==> config.mk <==
export PLATFORM = sky130hd
export DESIGN_NAME = cc_uart_core
export DESIGN_NICKNAME = d
export VERILOG_FILES = /design/src/rtl/cc_uart_pkg.sv /design/src/rtl/cc_uart_prescaler.sv /design/src/rtl/cc_uart_core.sv
export SDC_FILE = /design/constraint.sdc
export NUM_CORES = 1
export LEC_CHECK = 0
export BUFFER_PORTS_ARGS = -buffer_cell sky130_fd_sc_hd__buf_4
export CAP_MARGIN = 40
export CORE_ASPECT_RATIO = 0.5
export CORE_MARGIN = 10
export CORE_UTILIZATION = 62
export DETAILED_ROUTE_END_ITERATION = 16
export GPL_TIMING_DRIVEN = 0
export PLACE_DENSITY = 0.83
export REMOVE_ABC_BUFFERS = 1
export SYNTH_ARGS = -nofsm -noshare
export SYNTH_HDL_FRONTEND = slang
export SYNTH_HIERARCHICAL = 1
export SYNTH_SLANG_ARGS = --single-unit
==> constraint.sdc <==
create_clock -name clk -period 3.4 [get_ports clk]
set_input_delay 0.68 -clock clk [delete_from_list [all_inputs] [get_ports clk]]
set_output_delay 0.68 -clock clk [all_outputs]
set_load 0.01 [all_outputs]
==> src/rtl/cc_uart_pkg.sv <==
// cc_uart_pkg: parity modes, shared FSM encoding and baud divider derivation
package cc_uart_pkg;
    localparam int PAR_NONE = 0;
    localparam int PAR_EVEN = 1;
    localparam int PAR_ODD  = 2;

    typedef enum logic [2:0] {S_IDLE, S_START, S_DATA, S_PARITY, S_STOP} uart_state_t;

    function automatic int calc_div(input int clk_freq, input int baud, input int os);
        return clk_freq / (baud * os);
    endfunction

    function automatic int calc_bit_cycles(input int clk_freq, input int baud, input int os);
        return calc_div(clk_freq, baud, os) * os;
    endfunction
endpackage

==> src/rtl/cc_uart_prescaler.sv <==
// cc_uart_prescaler: restartable tick divider with a wrapping tick index
module cc_uart_prescaler #(
    parameter int PERIOD = 1,
    parameter int WRAP = 2,
    parameter int IW = $clog2(WRAP)
) (
    input  logic          clk,
    input  logic          rst_n,
    input  logic          restart,
    output logic          tick,
    output logic [IW-1:0] idx
);
    localparam int CW = PERIOD > 1 ? $clog2(PERIOD) : 1;
    logic [CW-1:0] cnt;
    assign tick = cnt == CW'(PERIOD - 1);
    always_ff @(posedge clk) begin
        if (!rst_n || restart) begin
            cnt <= '0;
            idx <= '0;
        end else begin
            cnt <= tick ? '0 : cnt + CW'(1);
            if (tick) idx <= idx == IW'(WRAP - 1) ? '0 : idx + IW'(1);
        end
    end
endmodule

==> src/rtl/cc_uart_core.sv <==
// cc_uart_core: parametrised full-duplex UART with parity and framing error reporting
module cc_uart_core
    import cc_uart_pkg::*;
#(
    parameter int CLK_FREQ = 30_000_000,
    parameter int BAUD = 115_200,
    parameter int OVERSAMPLE = 16,
    parameter int DATA_BITS = 8,
    parameter int PARITY = 0,
    parameter int STOP_BITS = 1
) (
    input  logic                 clk,
    input  logic                 rst_n,
    input  logic                 rx_in,
    output logic [DATA_BITS-1:0] rx_data,
    output logic                 rx_done,
    output logic                 rx_valid,
    output logic                 rx_parity_err,
    output logic                 rx_frame_err,
    input  logic                 tx_start,
    input  logic [DATA_BITS-1:0] tx_data,
    output logic                 tx_out,
    output logic                 tx_busy,
    output logic                 tx_done
);
    localparam int DIV = calc_div(CLK_FREQ, BAUD, OVERSAMPLE);
    localparam int BIT_CYCLES = calc_bit_cycles(CLK_FREQ, BAUD, OVERSAMPLE);
    localparam bit HAS_PAR = PARITY != PAR_NONE;
    localparam int NBITS = 1 + DATA_BITS + (HAS_PAR ? 1 : 0) + STOP_BITS;
    localparam int RIW = $clog2(OVERSAMPLE);
    localparam logic [RIW-1:0] MID = RIW'(OVERSAMPLE / 2 - 1);
    localparam logic [3:0] DATA_END = 4'(DATA_BITS);
    localparam logic [3:0] LAST = 4'(NBITS - 1);
    localparam logic ODD = PARITY == PAR_ODD;

    uart_state_t rx_state, rx_next, tx_state, tx_next;
    logic rx_m, rx_s, rx_tick, rx_sample, rx_par, par_err, tx_tick, tx_p;
    logic [RIW-1:0] rx_idx;
    logic [3:0] rx_cnt, tx_idx;
    logic [DATA_BITS-1:0] rx_shift, tx_sh;

    always_ff @(posedge clk) begin
        if (!rst_n) {rx_s, rx_m} <= 2'b11;
        else {rx_s, rx_m} <= {rx_m, rx_in};
    end

    cc_uart_prescaler #(.PERIOD(DIV), .WRAP(OVERSAMPLE)) u_rx_pre (
        .clk(clk), .rst_n(rst_n), .restart(rx_state == S_IDLE && !rx_s),
        .tick(rx_tick), .idx(rx_idx)
    );

    cc_uart_prescaler #(.PERIOD(BIT_CYCLES), .WRAP(16)) u_tx_pre (
        .clk(clk), .rst_n(rst_n), .restart(tx_state == S_IDLE && tx_start),
        .tick(tx_tick), .idx(tx_idx)
    );

    // every rx sample lands mid-bit, counted from the start-bit midpoint
    assign rx_sample = rx_tick && rx_idx == MID;
    assign par_err = HAS_PAR && ((^rx_shift ^ rx_par) != ODD);

    always_ff @(posedge clk) rx_state <= !rst_n ? S_IDLE : rx_next;

    always_comb begin
        rx_next = rx_state;
        case (rx_state)
            S_IDLE:   if (!rx_s) rx_next = S_START;
            S_START:  if (rx_sample) rx_next = rx_s ? S_IDLE : S_DATA;
            S_DATA:   if (rx_sample && rx_cnt == DATA_END - 4'd1) rx_next = HAS_PAR ? S_PARITY : S_STOP;
            S_PARITY: if (rx_sample) rx_next = S_STOP;
            S_STOP:   if (rx_sample) rx_next = S_IDLE;
            default:  rx_next = S_IDLE;
        endcase
    end

    always_ff @(posedge clk) begin
        if (!rst_n) begin
            rx_cnt <= '0;
            rx_shift <= '0;
            rx_par <= 1'b0;
            rx_data <= '0;
            rx_done <= 1'b0;
            rx_valid <= 1'b0;
            rx_parity_err <= 1'b0;
            rx_frame_err <= 1'b0;
        end else begin
            rx_done <= 1'b0;
            rx_valid <= 1'b0;
            if (rx_state == S_START) rx_cnt <= '0;
            if (rx_sample && rx_state == S_DATA) begin
                rx_shift <= {rx_s, rx_shift[DATA_BITS-1:1]};
                rx_cnt <= rx_cnt + 4'd1;
            end
            if (rx_sample && rx_state == S_PARITY) rx_par <= rx_s;
            if (rx_sample && rx_state == S_STOP) begin
                rx_data <= rx_shift;
                rx_done <= 1'b1;
                rx_parity_err <= par_err;
                rx_frame_err <= !rx_s;
                rx_valid <= !par_err && rx_s;
            end
        end
    end

    always_ff @(posedge clk) tx_state <= !rst_n ? S_IDLE : tx_next;

    // tx_idx counts completed bits of the current frame
    always_comb begin
        tx_next = tx_state;
        case (tx_state)
            S_IDLE:   if (tx_start) tx_next = S_START;
            S_START:  if (tx_tick) tx_next = S_DATA;
            S_DATA:   if (tx_tick && tx_idx == DATA_END) tx_next = HAS_PAR ? S_PARITY : S_STOP;
            S_PARITY: if (tx_tick) tx_next = S_STOP;
            S_STOP:   if (tx_tick && tx_idx == LAST) tx_next = S_IDLE;
            default:  tx_next = S_IDLE;
        endcase
    end

    assign tx_busy = tx_state != S_IDLE;
    assign tx_done = tx_state == S_STOP && tx_tick && tx_idx == LAST;

    always_ff @(posedge clk) begin
        if (!rst_n) begin
            tx_out <= 1'b1;
            tx_sh <= '0;
            tx_p <= 1'b0;
        end else if (tx_state == S_IDLE && tx_start) begin
            tx_out <= 1'b0;
            tx_sh <= tx_data;
            tx_p <= PARITY == PAR_EVEN ? ^tx_data : ~^tx_data;
        end else if (tx_tick) begin
            tx_out <= tx_next == S_DATA ? tx_sh[0] : tx_next == S_PARITY ? tx_p : 1'b1;
            tx_sh <= tx_sh >> 1;
        end
    end
endmodule

Word-level counts from Yosys, hierarchy flattened

Cells that the tools add are included.

Add/subtract/negate cells: 5
Equality and inequality tests: 23
Muxes and demuxes: 24
Reductions and logical operators: 24

Operator list:

| kind                                                | number |
|---|---|
| two-way mux 3 bit                                   | 10 |
| case mux 3 bit (5 select lines)                     | 2 |
| equality test 4 bit, second input constant          | 5 |
| equality test 3 x 2 -> 1 bit, second input constant | 6 |
| adder 4 x 1 -> 4 bit, second input constant         | 4 |
| two-way mux 4 bit                                   | 4 |
| two-way mux 8 bit                                   | 2 |
| logical AND 1 bit                                   | 10 |
| != test 2 bit, second input constant                | 5 |
| adder 8 x 1 -> 8 bit, second input constant         | 1 |
| equality test 4 x 3 -> 1 bit, second input constant | 2 |
| equality test 8 bit, second input constant          | 1 |
| XNOR reduction 8 bit                                | 1 |
| equality test 3 x 1 -> 1 bit, second input constant | 2 |
| equality test 3 bit, second input constant          | 2 |
| zero test 3 bit                                     | 2 |
| two-way mux 1 bit                                   | 5 |
| AND reduction 5 bit                                 | 1 |
| nonzero test 2 bit                                  | 2 |
| OR reduction 2 bit                                  | 2 |
| nonzero test 3 bit                                  | 1 |
| zero test 1 bit                                     | 2 |
| logical OR 1 bit                                    | 2 |
| two-way mux 2 bit                                   | 1 |
| AND reduction 2 bit                                 | 1 |

Flip-flop bits (word level): 61
Input port bits: 12
Word-level logic and storage cells: 93

Depth between registers and ports, before layout

Depth in word-level cells: 9
Depth in mapped cells: 8
Mapped depth without buffers: 7

Cells and area by module

Netlist, hierarchy kept.

Modules (own cells, without submodules):

| module                        | instances | cells an instance | area each (um2) |
|---|---|---|---|
| cc_uart_core                  | 1         | 185               | 1652.8 |
| cc_uart_prescaler at u_tx_pre | 1         | 64                | 569.3 |
| cc_uart_prescaler at u_rx_pre | 1         | 36                | 361.6 |

Worst setup path after synthesis

OpenSTA, ideal clock, no wires.

Path kind: register to output
Start: register u_tx_pre.cnt[0]
End: output tx_done
Arrival: 1.711 ns
Data required time: 2.720 ns
Slack: 1.009 ns
Cell stages (with the launch flop): 8
Path through: dfxtp_1 -> ha_1 -> and3_1 -> clkbuf_1 -> and3_1 -> buf_2 -> nand3_1 -> nor2_1

Longest elaborated chain between the ends: 3

Ends and longest elaborated chain:

| element                         | line                    | text |
|---|---|---|
| start, declared                 | cc_uart_prescaler.sv:14 | `logic [CW-1:0] cnt;` |
| start signal, assigned          | cc_uart_prescaler.sv:21 | `cnt <= tick ? '0 : cnt + CW'(1);` |
| equality test 8 bit             | cc_uart_prescaler.sv:15 | `assign tick = cnt == CW'(PERIOD - 1);` |
| net tx_tick                     | cc_uart_core.sv:37      | `logic rx_m, rx_s, rx_tick, rx_sample, rx_par, par_err, tx_tick, tx_p;` |
| logical AND 1 bit (2 in series) | cc_uart_core.sv:120     | `assign tx_done = tx_state == S_STOP && tx_tick && tx_idx == LAST;` |
| end, declared                   | cc_uart_core.sv:24      | `output logic tx_done` |

The timed path passes the listed nets, and every way through them passes these cells.

Worst setup path in the final report

Ends and elaborated chain as after synthesis.

==> impl_metrics.ini <==
[clock_tree]
clk_latency_ns = 0.33
clk_pin_slew_ns = 0.07
cts_max_level = 3
clock_path_buffers = 2
cts_resized = 0
ctsHoldBuffers = 0
cts_tree = done
cts_root_buf = clkbuf_8
cts_made_buffers = 9
post-cts-setup-buffers = 0
cts_num_sinks = 60

[logic_synthesis]
netlist.area_leader.share_pct = 46.5
synth_top_area_cell = dfxtp_1
ys_ff_latch = 60
ys_seq_area_share_pct = 46.5
synthDistinctLibCells = 52
synth.area.top_cells = dfxtp_1 46%, mux2i_1 7.4%, nor2_1 5.4%, a21oi_1 4.5%, nand2_1 4.1%
ys_async_sr_fraction_pct = 0
yosysWarnings = 6
netlist_area_mm2 = 0.00258
synth_ff_type = dfxtp_1
syn_inst = 285
syn_avg_cell_area_um2 = 9.07
synth-edff-count = 0

[timing]
finClkSkew_ns = 0.00765
finalSetupViolations = 0
max-slew-margin-rel_pct = 50.0
min_period_ns = 3.04
fmax_mhz = 329
finalMaxSlewViolations = 0
rsz0062_at_grt = no
period_share_pct = 89.4
finalHoldViolCount = 0
max_slew.worst_pin.slew_ns = 0.747
finalSetupTns_ns = 0
hold_slack_ns = 0.411

[floorplanning]
initial_core_util_pct = 65.2
num_rows = 16
io_pins = 27
die_w_um = 111
die-area_mm2 = 0.00731
die_h_um = 65.6
core_area_mm2 = 0.00396

[global_routing]
met1_usage_pct = 16.4
grt_use_met2_pct = 22.7
grt_util_met3_pct = 7.07
grt_max_degree = 32
antenna_found_initial = 0
grt_pass1_vias = 1955
top_usage_layer = met2
grt_overflow = 0
globalRouteTotalUtil_pct = 14.3
grt_pass1_wl_mm = 8.71

[worst_setup_path]
critical_path_required_ns = 2.72
critical_path.max_fanout = 14
critPathKind = reg -> out
cp_data_arrival_time_ns = 2.36
rrSetupSlack_ns = 0.94
cp-end-kind = primary output
setup.worst_path.start_class = flop

[finish]
drive_above_1_share_pct = 17.1
final_cell_mix = 60 x dfxtp_1, 37 x nor2_1, 28 x nand2_1, 25 x buf_4, 23 x a21oi_1
n_antenna_cell = 0
syn_to_final_growth_pct = 17.4
nNetsFinal = 328
stdcell_count = 370
layout_commonest_cell = dfxtp_1

[status]
run_status = finished clean

[flow_run]
cap_violations = 0

[place]
port_buffers = 25
dp.final_hpwl_mm = 3.41
gp_congestion = 0.797
dpl.cell_count = 354

[route]
finalWirelength_mm = 5.12
wire_per_inst_um = 13.8
vias = 2109
viasPerCell = 5.70
drc = 0
dr.first_iter.drc_count = 68
postRouteAntennaNets = 0
dr.pass1.iters = 4

[power]
ir_worst_vdd_v = 0.000462
p_per_area_mw_per_mm2 = 501
p_leak_nw = 1.22

[min_path]
hold_class = reg -> reg
path summary, 6_finish.rpt:
check             cells past startpoint                   endpoint                       start
hold / removal                        1            rx_s$_SDFF_PN1_             rx_m$_SDFF_PN1_
setup / recovery                      6                    tx_done  u_tx_pre/cnt[0]$_SDFF_PP0_
setup reg to reg                      6  rx_frame_err$_SDFFE_PN0P_  u_rx_pre/cnt[0]$_SDFF_PP0_
hold reg to reg                       1            rx_s$_SDFF_PN1_             rx_m$_SDFF_PN1_
stage by stage:
step	instance area (um^2)	utilization (%)	power, mW	worst slack, ns
6_report	3030	76.5	1.52	0.360
5_1_grt	3030	76.5	1.58	0.178
4_1_cts	3030	76.5	1.53	0.324
3_5_place_dp	2810	70.9	0.822	0.728
3_3_place_gp	2780	70.2	0.814	0.774
2_1_floorplan	2530	-	0.790	1.05
cell type report:
cell class                 instances  area, um^2
multi-input combinational        202        1280
inverter                          12        45.0
tap                               54        67.6
clock inverter                     6        86.3
clock buffer                      10         138
fill                             283         931
sequential                        60        1200
timing repair buffer              26         215
critical path, cell delays in order (launching register included):
cell and delay, ns:
dfxtp_1 0.37, ha_1 0.26, and3_1 0.29, and3_1 0.61, nand3_1 0.18, nor2_1 0.17
buf_4 0.14
routing by layer:
| layer | vias up | wire [um] |
|---|---|---|
| met1 | 987 | 2340 |
| met3 | 4 | 335 |
| li1 | 1062 | - |
| met2 | 56 | 2420 |
| met4 | 0 | 23 |
| met5 | - | 0 |
sequential cells by signal (all words and copies together), names as in the netlist:
signal and flops:
rx_cnt 4, rx_data 8, rx_done 1, rx_frame_err 1, rx_m 1, rx_s 1
rx_shift 8, rx_state 3, rx_valid 1, tx_out 1, tx_sh 8, tx_state 3
u_rx_pre/cnt 4, u_rx_pre/idx 4, u_tx_pre/cnt 8, u_tx_pre/idx 4
cells in the mapped netlist, types with 5 or more instances:
library cell and count:
mux2i_1 19, clkbuf_1 5, nor3_1 5, nor2_1 37, o21ai_0 8, a211oi_1 9
inv_1 11, nand2b_1 6, ha_1 5, nand2_1 28, a21oi_1 23, dfxtp_1 60
nand3_1 6
kinds of logic after synthesis:
kind of cell / after synthesis / synth area share (%)
XOR/XNOR: 5 / 1.69
AO/OA/AOI/OAI: 55 / 13.8
AND/OR/NAND/NOR: 117 / 24.2
other: 1 / 0.145
multiplexers: 19 / 7.36
adder cells (fa/ha/maj): 5 / 2.42
buffers and inverters: 23 / 3.97
flip-flops: 60 / 46.5
where the power goes:
part,switching (mW),total (mW),internal (mW),leakage [nW]
clock network,0.278,0.711,0.432,0.113
registers,0.0132,0.733,0.720,0.487
logic,0.0404,0.0743,0.0339,0.622
Note: power is estimated with default switching activity, not from simulation.
